`config.mk`:
```
export PLATFORM = sky130hd
export DESIGN_NAME = bubble_channel_engine_flat
export DESIGN_NICKNAME = d
export VERILOG_FILES = /design/src/rtl/bubble_pkg.sv /design/src/rtl/bubble_channel_engine_if.sv /design/src/rtl/bubble_page_bank.sv /design/src/rtl/bubble_channel_engine.sv /design/src/flat_wrapper.sv
export SDC_FILE = /design/constraint.sdc
export NUM_CORES = 2
export LEC_CHECK = 0
export ABC_CLOCK_PERIOD_IN_PS = 3800
export CAP_MARGIN = 20
export CELL_PAD_IN_SITES_DETAIL_PLACEMENT = 1
export CELL_PAD_IN_SITES_GLOBAL_PLACEMENT = 1
export CORE_ASPECT_RATIO = 1.75
export CORE_MARGIN = 2
export CORE_UTILIZATION = 45
export CTS_CLUSTER_DIAMETER = 40
export DETAILED_ROUTE_END_ITERATION = 12
export PLACE_DENSITY = 0.77
export SETUP_SLACK_MARGIN = 0.05
export SLEW_MARGIN = 20
export SYNTH_ARGS = -nofsm -noshare
export SYNTH_HDL_FRONTEND = slang
export SYNTH_SLANG_ARGS = --single-unit
```
`constraint.sdc`:
```
create_clock -name master_clock -period 3.8 [get_ports master_clock]
set_input_delay 0.76 -clock master_clock [delete_from_list [all_inputs] [get_ports master_clock]]
set_output_delay 0.76 -clock master_clock [all_outputs]
set_load 0.01 [all_outputs]
```
`src/rtl/bubble_pkg.sv`:
```
// Shared types and constants for the bubble memory channel engine.
// Holds the FSM state encoding, the position width and the lane-count ceiling.
package bubble_pkg;

  localparam int unsigned POS_W        = 12;
  localparam int unsigned MAX_CHANNELS = 8;

  typedef enum logic [1:0] {
    StIdle,
    StShift,
    StReadout,
    StStop
  } bubble_state_e;

  // Address width for a page of n entries; never narrower than one bit.
  function automatic int unsigned addr_width(input int unsigned n);
    return (n > 1) ? $clog2(n) : 1;
  endfunction

endpackage

```
`src/rtl/bubble_channel_engine_if.sv`:
```
// Host page-write bus for the bubble channel engine.
// The host side drives writes and commits; the engine side consumes them.
interface bubble_channel_engine_if
  import bubble_pkg::*;
#(
  parameter int unsigned CHANNELS  = 2,
  parameter int unsigned PAGE_BITS = 584
);

  localparam int unsigned AW = addr_width(PAGE_BITS);

  logic [AW-1:0]       wr_addr;
  logic [CHANNELS-1:0] wr_data;
  logic                wr_en;
  logic                wr_commit;

  modport master (
    output wr_addr,
    output wr_data,
    output wr_en,
    output wr_commit
  );

  modport slave (
    input wr_addr,
    input wr_data,
    input wr_en,
    input wr_commit
  );

endinterface

```
`src/rtl/bubble_page_bank.sv`:
```
// Ping-pong page storage: host fills one bank while the other is read out.
// Optional bootloader bank when BUBBLE_BOOTLOOP_EN is defined.
module bubble_page_bank
  import bubble_pkg::*;
#(
  parameter int unsigned CHANNELS  = 2,
  parameter int unsigned PAGE_BITS = 584,
  localparam int unsigned AW       = addr_width(PAGE_BITS)
) (
  input  logic                 clk_i,
  input  logic                 rst_ni,
`ifdef BUBBLE_BOOTLOOP_EN
  input  logic                 bootloop_enable_i,
`endif
  bubble_channel_engine_if.slave host,
  input  logic                 rd_start_i,
  input  logic                 rd_release_i,
  input  logic [AW-1:0]        rd_addr_i,
  output logic                 rd_avail_o,
  output logic [CHANNELS-1:0]  rd_data_o
);

  logic [CHANNELS-1:0] bank0_mem [PAGE_BITS];
  logic [CHANNELS-1:0] bank1_mem [PAGE_BITS];

  logic fill_q, fill_d;
  logic valid_q, valid_d;
  logic reading_q, reading_d;
  logic pend_q, pend_d;
  logic rd_bank_q, rd_bank_d;
  logic in_range, use_boot, bank_busy, do_swap;

  assign in_range = 32'(host.wr_addr) < PAGE_BITS;

`ifdef BUBBLE_BOOTLOOP_EN
  logic [CHANNELS-1:0] boot_mem [PAGE_BITS];
  logic                rd_boot_q;

  assign use_boot   = bootloop_enable_i;
  assign rd_avail_o = valid_q | bootloop_enable_i;
  assign rd_data_o  = rd_boot_q ? boot_mem[rd_addr_i] :
                      rd_bank_q ? bank1_mem[rd_addr_i] : bank0_mem[rd_addr_i];

  always_ff @(posedge clk_i or negedge rst_ni) begin
    if (!rst_ni) begin
      rd_boot_q <= 1'b0;
    end else if (rd_start_i) begin
      rd_boot_q <= bootloop_enable_i;
    end
  end
`else
  assign use_boot   = 1'b0;
  assign rd_avail_o = valid_q;
  assign rd_data_o  = rd_bank_q ? bank1_mem[rd_addr_i] : bank0_mem[rd_addr_i];
`endif

  // The committed bank is locked while a readout holds it; a release frees it
  // in the same cycle so a coincident commit swaps immediately.
  assign bank_busy = (reading_q && !rd_release_i) || (rd_start_i && valid_q && !use_boot);
  assign do_swap   = (host.wr_commit || pend_q) && !bank_busy;

  always_comb begin
    fill_d    = fill_q;
    valid_d   = valid_q;
    reading_d = reading_q;
    pend_d    = pend_q;
    rd_bank_d = rd_bank_q;
    if (rd_release_i) begin
      reading_d = 1'b0;
    end
    if (rd_start_i) begin
      rd_bank_d = ~fill_q;
      reading_d = valid_q && !use_boot;
    end
    if (do_swap) begin
      fill_d  = ~fill_q;
      valid_d = 1'b1;
      pend_d  = 1'b0;
    end else if (host.wr_commit) begin
      pend_d = 1'b1;
    end
  end

  always_ff @(posedge clk_i or negedge rst_ni) begin
    if (!rst_ni) begin
      fill_q    <= 1'b0;
      valid_q   <= 1'b0;
      reading_q <= 1'b0;
      pend_q    <= 1'b0;
      rd_bank_q <= 1'b0;
    end else begin
      fill_q    <= fill_d;
      valid_q   <= valid_d;
      reading_q <= reading_d;
      pend_q    <= pend_d;
      rd_bank_q <= rd_bank_d;
    end
  end

  // Page RAM is deliberately left unreset.
  always_ff @(posedge clk_i) begin
    if (host.wr_en && in_range) begin
`ifdef BUBBLE_BOOTLOOP_EN
      if (use_boot) begin
        boot_mem[host.wr_addr] <= host.wr_data;
      end else if (fill_q) begin
        bank1_mem[host.wr_addr] <= host.wr_data;
      end else begin
        bank0_mem[host.wr_addr] <= host.wr_data;
      end
`else
      if (fill_q) begin
        bank1_mem[host.wr_addr] <= host.wr_data;
      end else begin
        bank0_mem[host.wr_addr] <= host.wr_data;
      end
`endif
    end
  end

endmodule

```
`src/rtl/bubble_channel_engine.sv`:
```
// Bubble memory channel engine: coil shift timing, position tracking and page readout.
// Define BUBBLE_BOOTLOOP_EN to add the bootloop_enable port and bootloader bank.
module bubble_channel_engine
  import bubble_pkg::*;
#(
  parameter int unsigned CHANNELS  = 2,
  parameter int unsigned POSITIONS = 2053,
  parameter int unsigned PAGE_BITS = 584,
  parameter int unsigned SHIFT_DIV = 48
) (
  input  logic                master_clock,
  input  logic                reset_n,
  input  logic                power_good,
  input  logic                bubble_shift_enable,
  input  logic                replicator_enable,
`ifdef BUBBLE_BOOTLOOP_EN
  input  logic                bootloop_enable,
`endif
  bubble_channel_engine_if.slave host,
  output logic [CHANNELS-1:0] bubble_out,
  output logic [POS_W-1:0]    position,
  output logic                load_page,
  output logic                busy,
  output logic                underrun
);

  localparam int unsigned SW = $clog2(SHIFT_DIV);
  localparam int unsigned AW = addr_width(PAGE_BITS);

  if (CHANNELS < 1 || CHANNELS > MAX_CHANNELS || SHIFT_DIV < 4) begin : g_bad_params
    $error("bubble_channel_engine: CHANNELS or SHIFT_DIV out of range");
  end

  logic [1:0] shift_sync_q, rep_sync_q;
  logic       shift_prev_q, rep_prev_q;
  logic       shift_rise, shift_fall, rep_rise;

  bubble_state_e       state_q, state_d;
  logic [SW-1:0]       slot_q, slot_d;
  logic [POS_W-1:0]    pos_q, pos_d;
  logic [AW-1:0]       bit_q, bit_d;
  logic [CHANNELS-1:0] out_q, out_d;
  logic                rep_pend_q, rep_pend_d;
  logic                load_q, load_d;
  logic                under_q, under_d;
  logic                page_ok_q, page_ok_d;
  logic                slot_end, rd_start, rd_release, rd_avail;
  logic [CHANNELS-1:0] rd_data;

  always_ff @(posedge master_clock or negedge reset_n) begin
    if (!reset_n) begin
      shift_sync_q <= '0;
      rep_sync_q   <= '0;
      shift_prev_q <= 1'b0;
      rep_prev_q   <= 1'b0;
    end else begin
      shift_sync_q <= {shift_sync_q[0], bubble_shift_enable};
      rep_sync_q   <= {rep_sync_q[0], replicator_enable};
      shift_prev_q <= shift_sync_q[1];
      rep_prev_q   <= rep_sync_q[1];
    end
  end

  assign shift_rise = shift_sync_q[1] && !shift_prev_q;
  assign shift_fall = !shift_sync_q[1] && shift_prev_q;
  assign rep_rise   = rep_sync_q[1] && !rep_prev_q;
  assign slot_end   = slot_q == SW'(SHIFT_DIV - 1);

  always_comb begin
    state_d    = state_q;
    slot_d     = slot_q;
    pos_d      = pos_q;
    bit_d      = bit_q;
    out_d      = out_q;
    rep_pend_d = rep_pend_q;
    load_d     = 1'b0;
    under_d    = under_q;
    page_ok_d  = page_ok_q;
    rd_start   = 1'b0;
    rd_release = 1'b0;

    if (state_q != StIdle) begin
      slot_d = slot_end ? '0 : slot_q + 1'b1;
      if (slot_end) begin
        pos_d = (pos_q == POS_W'(POSITIONS - 1)) ? '0 : pos_q + 1'b1;
      end
    end

    // Lane data updates one cycle after each slot boundary.
    if (slot_q == '0) begin
      out_d = (state_q == StReadout && page_ok_q) ? rd_data : '0;
    end

    unique case (state_q)
      StIdle: begin
        if (shift_rise && power_good) begin
          state_d = StShift;
        end
      end
      StShift: begin
        if (rep_rise) begin
          rep_pend_d = 1'b1;
        end
        if (shift_fall) begin
          state_d    = StStop;
          rep_pend_d = 1'b0;
        end else if (slot_end && (rep_pend_q || rep_rise)) begin
          state_d    = StReadout;
          rep_pend_d = 1'b0;
          bit_d      = '0;
          rd_start   = 1'b1;
          page_ok_d  = rd_avail;
          if (!rd_avail) begin
            under_d = 1'b1;
          end
        end
      end
      StReadout: begin
        rep_pend_d = 1'b0;
        if (shift_fall) begin
          state_d    = StStop;
          rd_release = 1'b1;
        end else if (slot_end) begin
          if (bit_q == AW'(PAGE_BITS - 1)) begin
            state_d    = StShift;
            load_d     = 1'b1;
            rd_release = 1'b1;
          end else begin
            bit_d = bit_q + 1'b1;
          end
        end
      end
      StStop: begin
        if (slot_end) begin
          state_d = StIdle;
        end
      end
      default: state_d = StIdle;
    endcase

    // Power loss overrides everything: abort quietly and hold position.
    if (!power_good) begin
      state_d    = StIdle;
      slot_d     = '0;
      pos_d      = pos_q;
      out_d      = '0;
      load_d     = 1'b0;
      rep_pend_d = 1'b0;
      under_d    = under_q;
      rd_start   = 1'b0;
      rd_release = (state_q == StReadout);
    end
  end

  always_ff @(posedge master_clock or negedge reset_n) begin
    if (!reset_n) begin
      state_q    <= StIdle;
      slot_q     <= '0;
      pos_q      <= '0;
      bit_q      <= '0;
      out_q      <= '0;
      rep_pend_q <= 1'b0;
      load_q     <= 1'b0;
      under_q    <= 1'b0;
      page_ok_q  <= 1'b0;
    end else begin
      state_q    <= state_d;
      slot_q     <= slot_d;
      pos_q      <= pos_d;
      bit_q      <= bit_d;
      out_q      <= out_d;
      rep_pend_q <= rep_pend_d;
      load_q     <= load_d;
      under_q    <= under_d;
      page_ok_q  <= page_ok_d;
    end
  end

  bubble_page_bank #(
    .CHANNELS  (CHANNELS),
    .PAGE_BITS (PAGE_BITS)
  ) u_page_bank (
    .clk_i             (master_clock),
    .rst_ni            (reset_n),
`ifdef BUBBLE_BOOTLOOP_EN
    .bootloop_enable_i (bootloop_enable),
`endif
    .host              (host),
    .rd_start_i        (rd_start),
    .rd_release_i      (rd_release),
    .rd_addr_i         (bit_q),
    .rd_avail_o        (rd_avail),
    .rd_data_o         (rd_data)
  );

  assign bubble_out = out_q;
  assign position   = pos_q;
  assign load_page  = load_q;
  assign busy       = (state_q == StReadout);
  assign underrun   = under_q;

endmodule
```
`src/flat_wrapper.sv`:
```
// flat-port wrapper written by rule: the top's interface ports become plain ports
module bubble_channel_engine_flat import bubble_pkg::*;
#(
  parameter int unsigned CHANNELS  = 2,
  parameter int unsigned POSITIONS = 2053,
  parameter int unsigned PAGE_BITS = 584,
  parameter int unsigned SHIFT_DIV = 48
)
  (master_clock, reset_n, power_good, bubble_shift_enable, replicator_enable, bubble_out, position, load_page, busy, underrun, host_wr_addr, host_wr_data, host_wr_en, host_wr_commit);
  bubble_channel_engine_if #(.CHANNELS(CHANNELS), .PAGE_BITS(PAGE_BITS)) host_i ();
  input  logic master_clock;
  input  logic reset_n;
  input  logic power_good;
  input  logic bubble_shift_enable;
  input  logic replicator_enable;
  output logic [CHANNELS-1:0] bubble_out;
  output logic [POS_W-1:0] position;
  output logic load_page;
  output logic busy;
  output logic underrun;
  input wire logic [$bits(host_i.wr_addr)-1:0] host_wr_addr;
  input wire logic [$bits(host_i.wr_data)-1:0] host_wr_data;
  input wire logic [$bits(host_i.wr_en)-1:0] host_wr_en;
  input wire logic [$bits(host_i.wr_commit)-1:0] host_wr_commit;
  assign host_i.wr_addr = host_wr_addr;
  assign host_i.wr_data = host_wr_data;
  assign host_i.wr_en = host_wr_en;
  assign host_i.wr_commit = host_wr_commit;
  bubble_channel_engine #(.CHANNELS(CHANNELS), .POSITIONS(POSITIONS), .PAGE_BITS(PAGE_BITS), .SHIFT_DIV(SHIFT_DIV)) u_core (.master_clock(master_clock), .reset_n(reset_n), .power_good(power_good), .bubble_shift_enable(bubble_shift_enable), .replicator_enable(replicator_enable), .host(host_i), .bubble_out(bubble_out), .position(position), .load_page(load_page), .busy(busy), .underrun(underrun));
endmodule
```
Word-level counts from Yosys, hierarchy flattened
Memory sizes are Yosys's and may differ from the RTL's.
Index checks and enable logic that the tools add are counted.

cells by class
  add/subtract/negate cells = 3
  order comparisons = 1
  equality and inequality tests = 20
  mux-type cells = 50
  bitwise logic cells = 3
  reductions and logical operators = 30

operator list
  cell                                                   number
  2-to-1 mux 10 bit                                      5
  2-to-1 mux 1 bit                                       26
  2-to-1 mux 2 bit                                       12
  one-hot mux 10 bit (2 select lines)                    1
  2-to-1 mux 6 bit                                       3
  adder 12 x 1 -> 12 bit, second input constant          1
  equality test 12 bit, second input constant            1
  2-to-1 mux 12 bit                                      1
  inequality test 4 x 2 -> 1 bit, second input constant  3
  adder 10 x 1 -> 10 bit, second input constant          1
  equality test 10 bit, second input constant            1
  logical AND 1 bit                                      10
  < comparator 10 bit, second input constant             1
  AND reduction 5 bit                                    2
  inequality test 2 x 1 -> 1 bit, second input constant  4
  one-hot mux 2 bit (4 select lines)                     1
  nonzero test 2 bit                                     4
  adder 6 x 1 -> 6 bit, second input constant            1
  equality test 6 bit, second input constant             1
  logical NOT 6 bit                                      1
  inequality test 2 bit, second input constant           3
  inequality test 3 x 2 -> 1 bit, second input constant  2
  AND reduction 3 bit                                    2
  AND reduction 6 bit                                    1
  10 further kinds                                       19

storage, ports and cells
  bits in registers = 47
  RAM bits = 2336
  input port bits = 19
  output and inout bits = 17
  word-level logic and storage cells = 127
  memories kept = 2

memories
  name                          depth  bits a word  rd ports  clocked after Yosys merged registers in  write ports  RTL line                text
  u_core.u_page_bank.bank0_mem  584    2            1         0                                        1            bubble_page_bank.sv:23  logic [CHANNELS-1:0] bank0_mem [PAGE_BITS];
  u_core.u_page_bank.bank1_mem  584    2            1         0                                        1            bubble_page_bank.sv:24  logic [CHANNELS-1:0] bank1_mem [PAGE_BITS];

Logic depth before layout (Yosys ltp)
  word-level depth = 13
  depth in mapped cells = 14
  mapped depth without buffers = 9

Hierarchy
Synthesis repeated with hierarchy kept, for this count alone.

unflattened totals
  cells, all modules = 5733
  area, all modules = 98209.2 µm²

by module, submodules not included
  module                 times used  cells an instance  area an instance (µm²)  sequential area each (µm²)
  bubble_page_bank       1           5507               96087.2                 70272.4
  bubble_channel_engine  1           226                2122.0                  1051.0

Worst setup path before layout
Ideal clock, no wire load.

  path kind = reg-to-reg
  start point = register u_core.bit_q[0]
  end point = register u_core.out_q[0] (netlist: u_core.bubble_out[0])
  library setup time = 0.126 ns
  arrival = 2.806 ns
  data required time = 3.674 ns
  path slack = 0.868 ns
  stages on the path, launching flop included = 12
  buffers on the path = 4
  period minus slack after synthesis = 2.932 ns
  cells stage by stage = dfrtp_1 > buf_6 > buf_6 > buf_4 > buf_2 > mux4_2 > mux4_2 > nor2_1 > o32ai_1 > nand2_1 > nand4_1 > a221o_1

on the way
  longest elaborated chain between the ends = 5
  elaborated cells between the ends (all ways) = 6
  classes of those cells = mux: 4; memory: 2

RTL lines
  element                                       RTL line                      text
  from (decl)                                   bubble_channel_engine.sv:41   logic [AW-1:0] bit_q, bit_d;
  from (signal assigned)                        bubble_channel_engine.sv:170  bit_q <= bit_d;
  memory read (584 x 2 bit) (on tied branches)  -
  2-to-1 mux 2 bit *                            bubble_page_bank.sv:54        assign rd_data_o = rd_bank_q ? bank1_mem[rd_addr_i] : bank0_mem[rd_addr_i];
  2-to-1 mux 2 bit *                            bubble_channel_engine.sv:91   out_d = (state_q == StReadout && page_ok_q) ? rd_data : '0;
  2-to-1 mux 2 bit *                            bubble_channel_engine.sv:90   if (slot_q == '0) begin
  2-to-1 mux 2 bit *                            bubble_channel_engine.sv:142  if (!power_good) begin
  to (signal assigned)                          bubble_channel_engine.sv:171  out_q <= out_d;
  to (decl)                                     bubble_channel_engine.sv:42   logic [CHANNELS-1:0] out_q, out_d;

Every way passes the cells marked *; elsewhere a longest branch is shown, timed or not. The select of a mux whose other input is x is not followed.
A chain may end at the register's enable or synchronous reset.

Worst setup path in the final report
Ends and elaborated chain as after synthesis.

==> impl_results.md <==
- Tot GR Track Use: 28.07%
- Footprint of the multi-input gates: 0.02379 sq mm
- # hold bufs at CTS: 0
- Detailed Route Iter0 Violations: 7,052
- Routability congestion estimate: 0.8821
- DR pass1 iterations: 8
- Nets: 5,692
- Critical path class: register to register
- RSZ-0062 raised after global routing: yes
- Switching Share: 20.50%
- Gate power share: 1.9%
- Vias in the first global route: 59,157
- CTS H-tree lvls: 4
- Post-synthesis sequential area ratio: 73.54%
- Post-Syn Area: 0.09699 sq mm
- TritonCTS Buffers: 214
- TritonCTS clock tree: yes
- Startpoint types: register
- Die X: 354.9 um
- Area post-placement: 0.1032 sq mm
- Clock sink count: 2,383
- Starting Density: 45.21%
- Slew headroom: 32.41%
- Largest net degree at the start of global routing: 197
- Final worst path period share: 98.24%
- DP Worst Slack: -7.508 ps
- Peak VDD IR: 0.3253 mV
- Crit path DAT: 4490 ps
- Number of synthesized flops with an enable pin: 2,336
- Fillers: 19,521
- Drt wl/cell: 35.60 um
- Mean Syn Cell Area: 17.65 sq um
- Psw: 10.60 mW
- FF+latch area: 0.07134 sq mm
- CP cell instances: buf_12 -> buf_12 -> buf_12 -> mux4_2 -> mux4_2 -> o21ai_0 -> a211oi_1 -> o311a_1 -> a221o_1
- Post-route cell area: 0.1101 sq mm
- Hold Crit Class: primary input to asynchronous set/reset pin
- Netlist cell types: 73
- Asr flop ratio synth: 1.972%
- Detailed-route via count: 55,627
- Final cell count without fillers: 8,676
- CTS root buf: clkbuf_16
- Area Growth Syn to Fin: 13.55%
- Max Slew Vio Count: 0
- Clk pwr share: 42.3%
- Max FO, Critical Path: 30
- Worst setup EP type: register
- Die height: 618.2 um
- Remaining DRCs: 0
- Fmax: 267.9 MHz
- Initial antenna violation count: 10
- Crit path max-delay cell type: mux4_2
- Min Tclk post-route: 3733 ps
- Synthesis Warnings: 0
- Core Area: 0.2145 sq mm
- Seq pwr share: 55.9%
- Total negative slack: 0 ps
- Final Skew: 44.87 ps
- Most used cell, CP: buf_12
- Int Pwr: 41.11 mW
- Post-DRT Antenna Nets: 0
- Worst-margin pin slew: 988.3 ps
- FP Rows: 225
- Mapped Cells: 5,494
- Power consumption: 51.71 mW
- Worst Path Required: 4560 ps
- Total grt overflow: 0
- Final hold vios: 0
- Placed cell count: 8,285
- # Max-Cap Violations: 0
- Run status: finished clean
- DR vias/cell: 6.412
- Clk Latency, worst-skew pair: 880 ps
- Hpwl dp: 192,400 um
- Setup-failing EPs final: 0
- Layout cells sized above 1: 22.84%
- WL final: 308,900 um
- Power density cells: 469.5 mW/mm^2
- Total die area: 0.2194 sq mm
- Most used flip-flop cell after synthesis: edfxtp_1
- Reg clk slew, reported paths: 70 ps
- Core Util, Final: 51.34%
- I/O Pins: 36
- Leak: 32.72 nW
- FF+latch count, synth: 2,383
- Hold slack: 22.17 ps
- Clock Path Buffers: 4
- PortBufs: 35
- Critical Path Max Stage Delay: 550 ps
- Worst setup margin: 66.73 ps
- First-pass GRT wire length: 436,600 um
- Syn nets: 5,518
==> cell families after synthesis <==
kind of cell	share of synthesized area [%]
DFF	73.54
muxes	15.07
xor gates and xnor gates	0.09933
buffers and inverters	2.233
AOI/OAI and AO/OA	2.669
adders and majority gates	0.06450
and+or+nand+nor	6.329
==> registers in the layout (all words and copies together), names as in the netlist, 2 cells and up <==
| signal | flops |
|---|---|
| u_core.u_page_bank.bank0_mem | 1168 |
| u_core.u_page_bank.bank1_mem | 1168 |
| u_core.position | 12 |
| u_core.bit_q | 10 |
| u_core.slot_q | 6 |
| u_core.bubble_out | 2 |
| u_core.rep_sync_q | 2 |
| u_core.shift_sync_q | 2 |
| u_core.state_q | 2 |
==> area by class of cell <==
class | instances | share of cell area [%]
inverter | 13 | 0.04544
antenna | 4 | 0.009089
tap | 2837 | 3.223
sequential | 2383 | 64.78
multi-input combinational | 2659 | 21.60
timing repair buffer | 397 | 4.089
clock buffer | 254 | 5.121
clock inverter | 129 | 1.132
==> layer usage <==
| layer | track usage, % | part of all wire [%] | routed length, um |
|---|---|---|---|
| met5 | 0 | 0.016 | 48 |
| met2 | 48.07 | 51 | 156200 |
| met1 | 31.77 | 33 | 101100 |
| met4 | 20.05 | 8.6 | 26680 |
| met3 | 4.822 | 8.1 | 24870 |
==> layout by cell type, fill, tap and decap left out, types with 17 or more instances in the layout <==
master,netlist,routed
o21ai_0,46,45
o221ai_1,19,19
nor3_1,20,20
nand4_1,20,20
a211oi_1,28,28
buf_12,2,114
clkdlybuf4s50_1,0,32
clkinv_2,0,40
buf_4,36,247
a22o_1,17,17
nor2_1,1238,1236
nand2_4,0,32
mux4_2,577,577
clkbuf_16,0,218
a22oi_1,80,80
dfrtp_1,47,41
edfxtp_1,2336,2336
clkbuf_1,278,31
a21oi_1,53,53
bufinv_16,0,22
o22ai_1,30,30
nand2_1,147,115
clkinv_1,3,42
mux2i_1,136,136
mux2_2,23,23
nand3_1,40,40
==> repair_timing <==
action                     in CTS  in global routing
setup endpoints to repair       3                  2
buffers inserted                3                  2
gates resized for setup         3                  6
==> critical path, delay by kind of cell, from the launching register on <==
family	cells	cell delay, ps
multiplexers	2	1090
AO/OA/AOI/OAI	4	1210
buffers and inverters	3	740
flip-flops	1	530
==> cells in the mapped netlist, types with 16 or more instances <==
| cell type | number | area share (%) |
|---|---|---|
| nor3_1 | 20 | 0.10 |
| buf_4 | 36 | 0.28 |
| nand4_1 | 20 | 0.13 |
| mux4_2 | 577 | 13 |
| buf_6 | 25 | 0.29 |
| nand3_1 | 40 | 0.21 |
| edfxtp_1 | 2336 | 72 |
| mux2_2 | 23 | 0.27 |
| a22oi_1 | 80 | 0.62 |
| a211oi_1 | 28 | 0.22 |
| mux2i_1 | 136 | 1.4 |
| nor2_1 | 1238 | 4.8 |
| a21oi_1 | 53 | 0.27 |
| a22o_1 | 17 | 0.15 |
| nand2_1 | 147 | 0.57 |
| buf_2 | 82 | 0.42 |
| clkbuf_1 | 278 | 1.1 |
| o21ai_0 | 46 | 0.24 |
| o22ai_1 | 30 | 0.19 |
| dfrtp_1 | 47 | 1.2 |
| a221oi_1 | 16 | 0.14 |
| o221ai_1 | 19 | 0.17 |
==> worst paths after layout <==
check	from	to	slack, ps	cells past startpoint
hold reg to reg	u_core.shift_sync_q[0]	u_core.shift_sync_q[1]	350	0
max in group asynchronous	reset_n	u_core.position[9]	3040	2
min in group master_clock	host_wr_data[1]	u_core.u_page_bank.bank0_mem[232][1]	310	1
setup reg to reg	u_core.bit_q[0]	u_core.bubble_out[0]	70	9
setup / recovery	u_core.bit_q[0]	u_core.bubble_out[0]	70	9
hold / removal	reset_n	u_core.position[0]	20	1
==> power by group through the flow <==
stage | sequential, mW | clock (mW) | combinational [mW]
3_3_place_gp | 29.5 | 0 | 0.905
4_1_cts | 28.9 | 22.0 | 0.944
5_1_grt | 28.9 | 22.7 | 0.994
6_report | 28.9 | 21.9 | 0.958
2_1_floorplan | 29.4 | 0 | 0.184
3_5_place_dp | 29.5 | 0 | 0.940
Power figures use the tool's default switching activity.
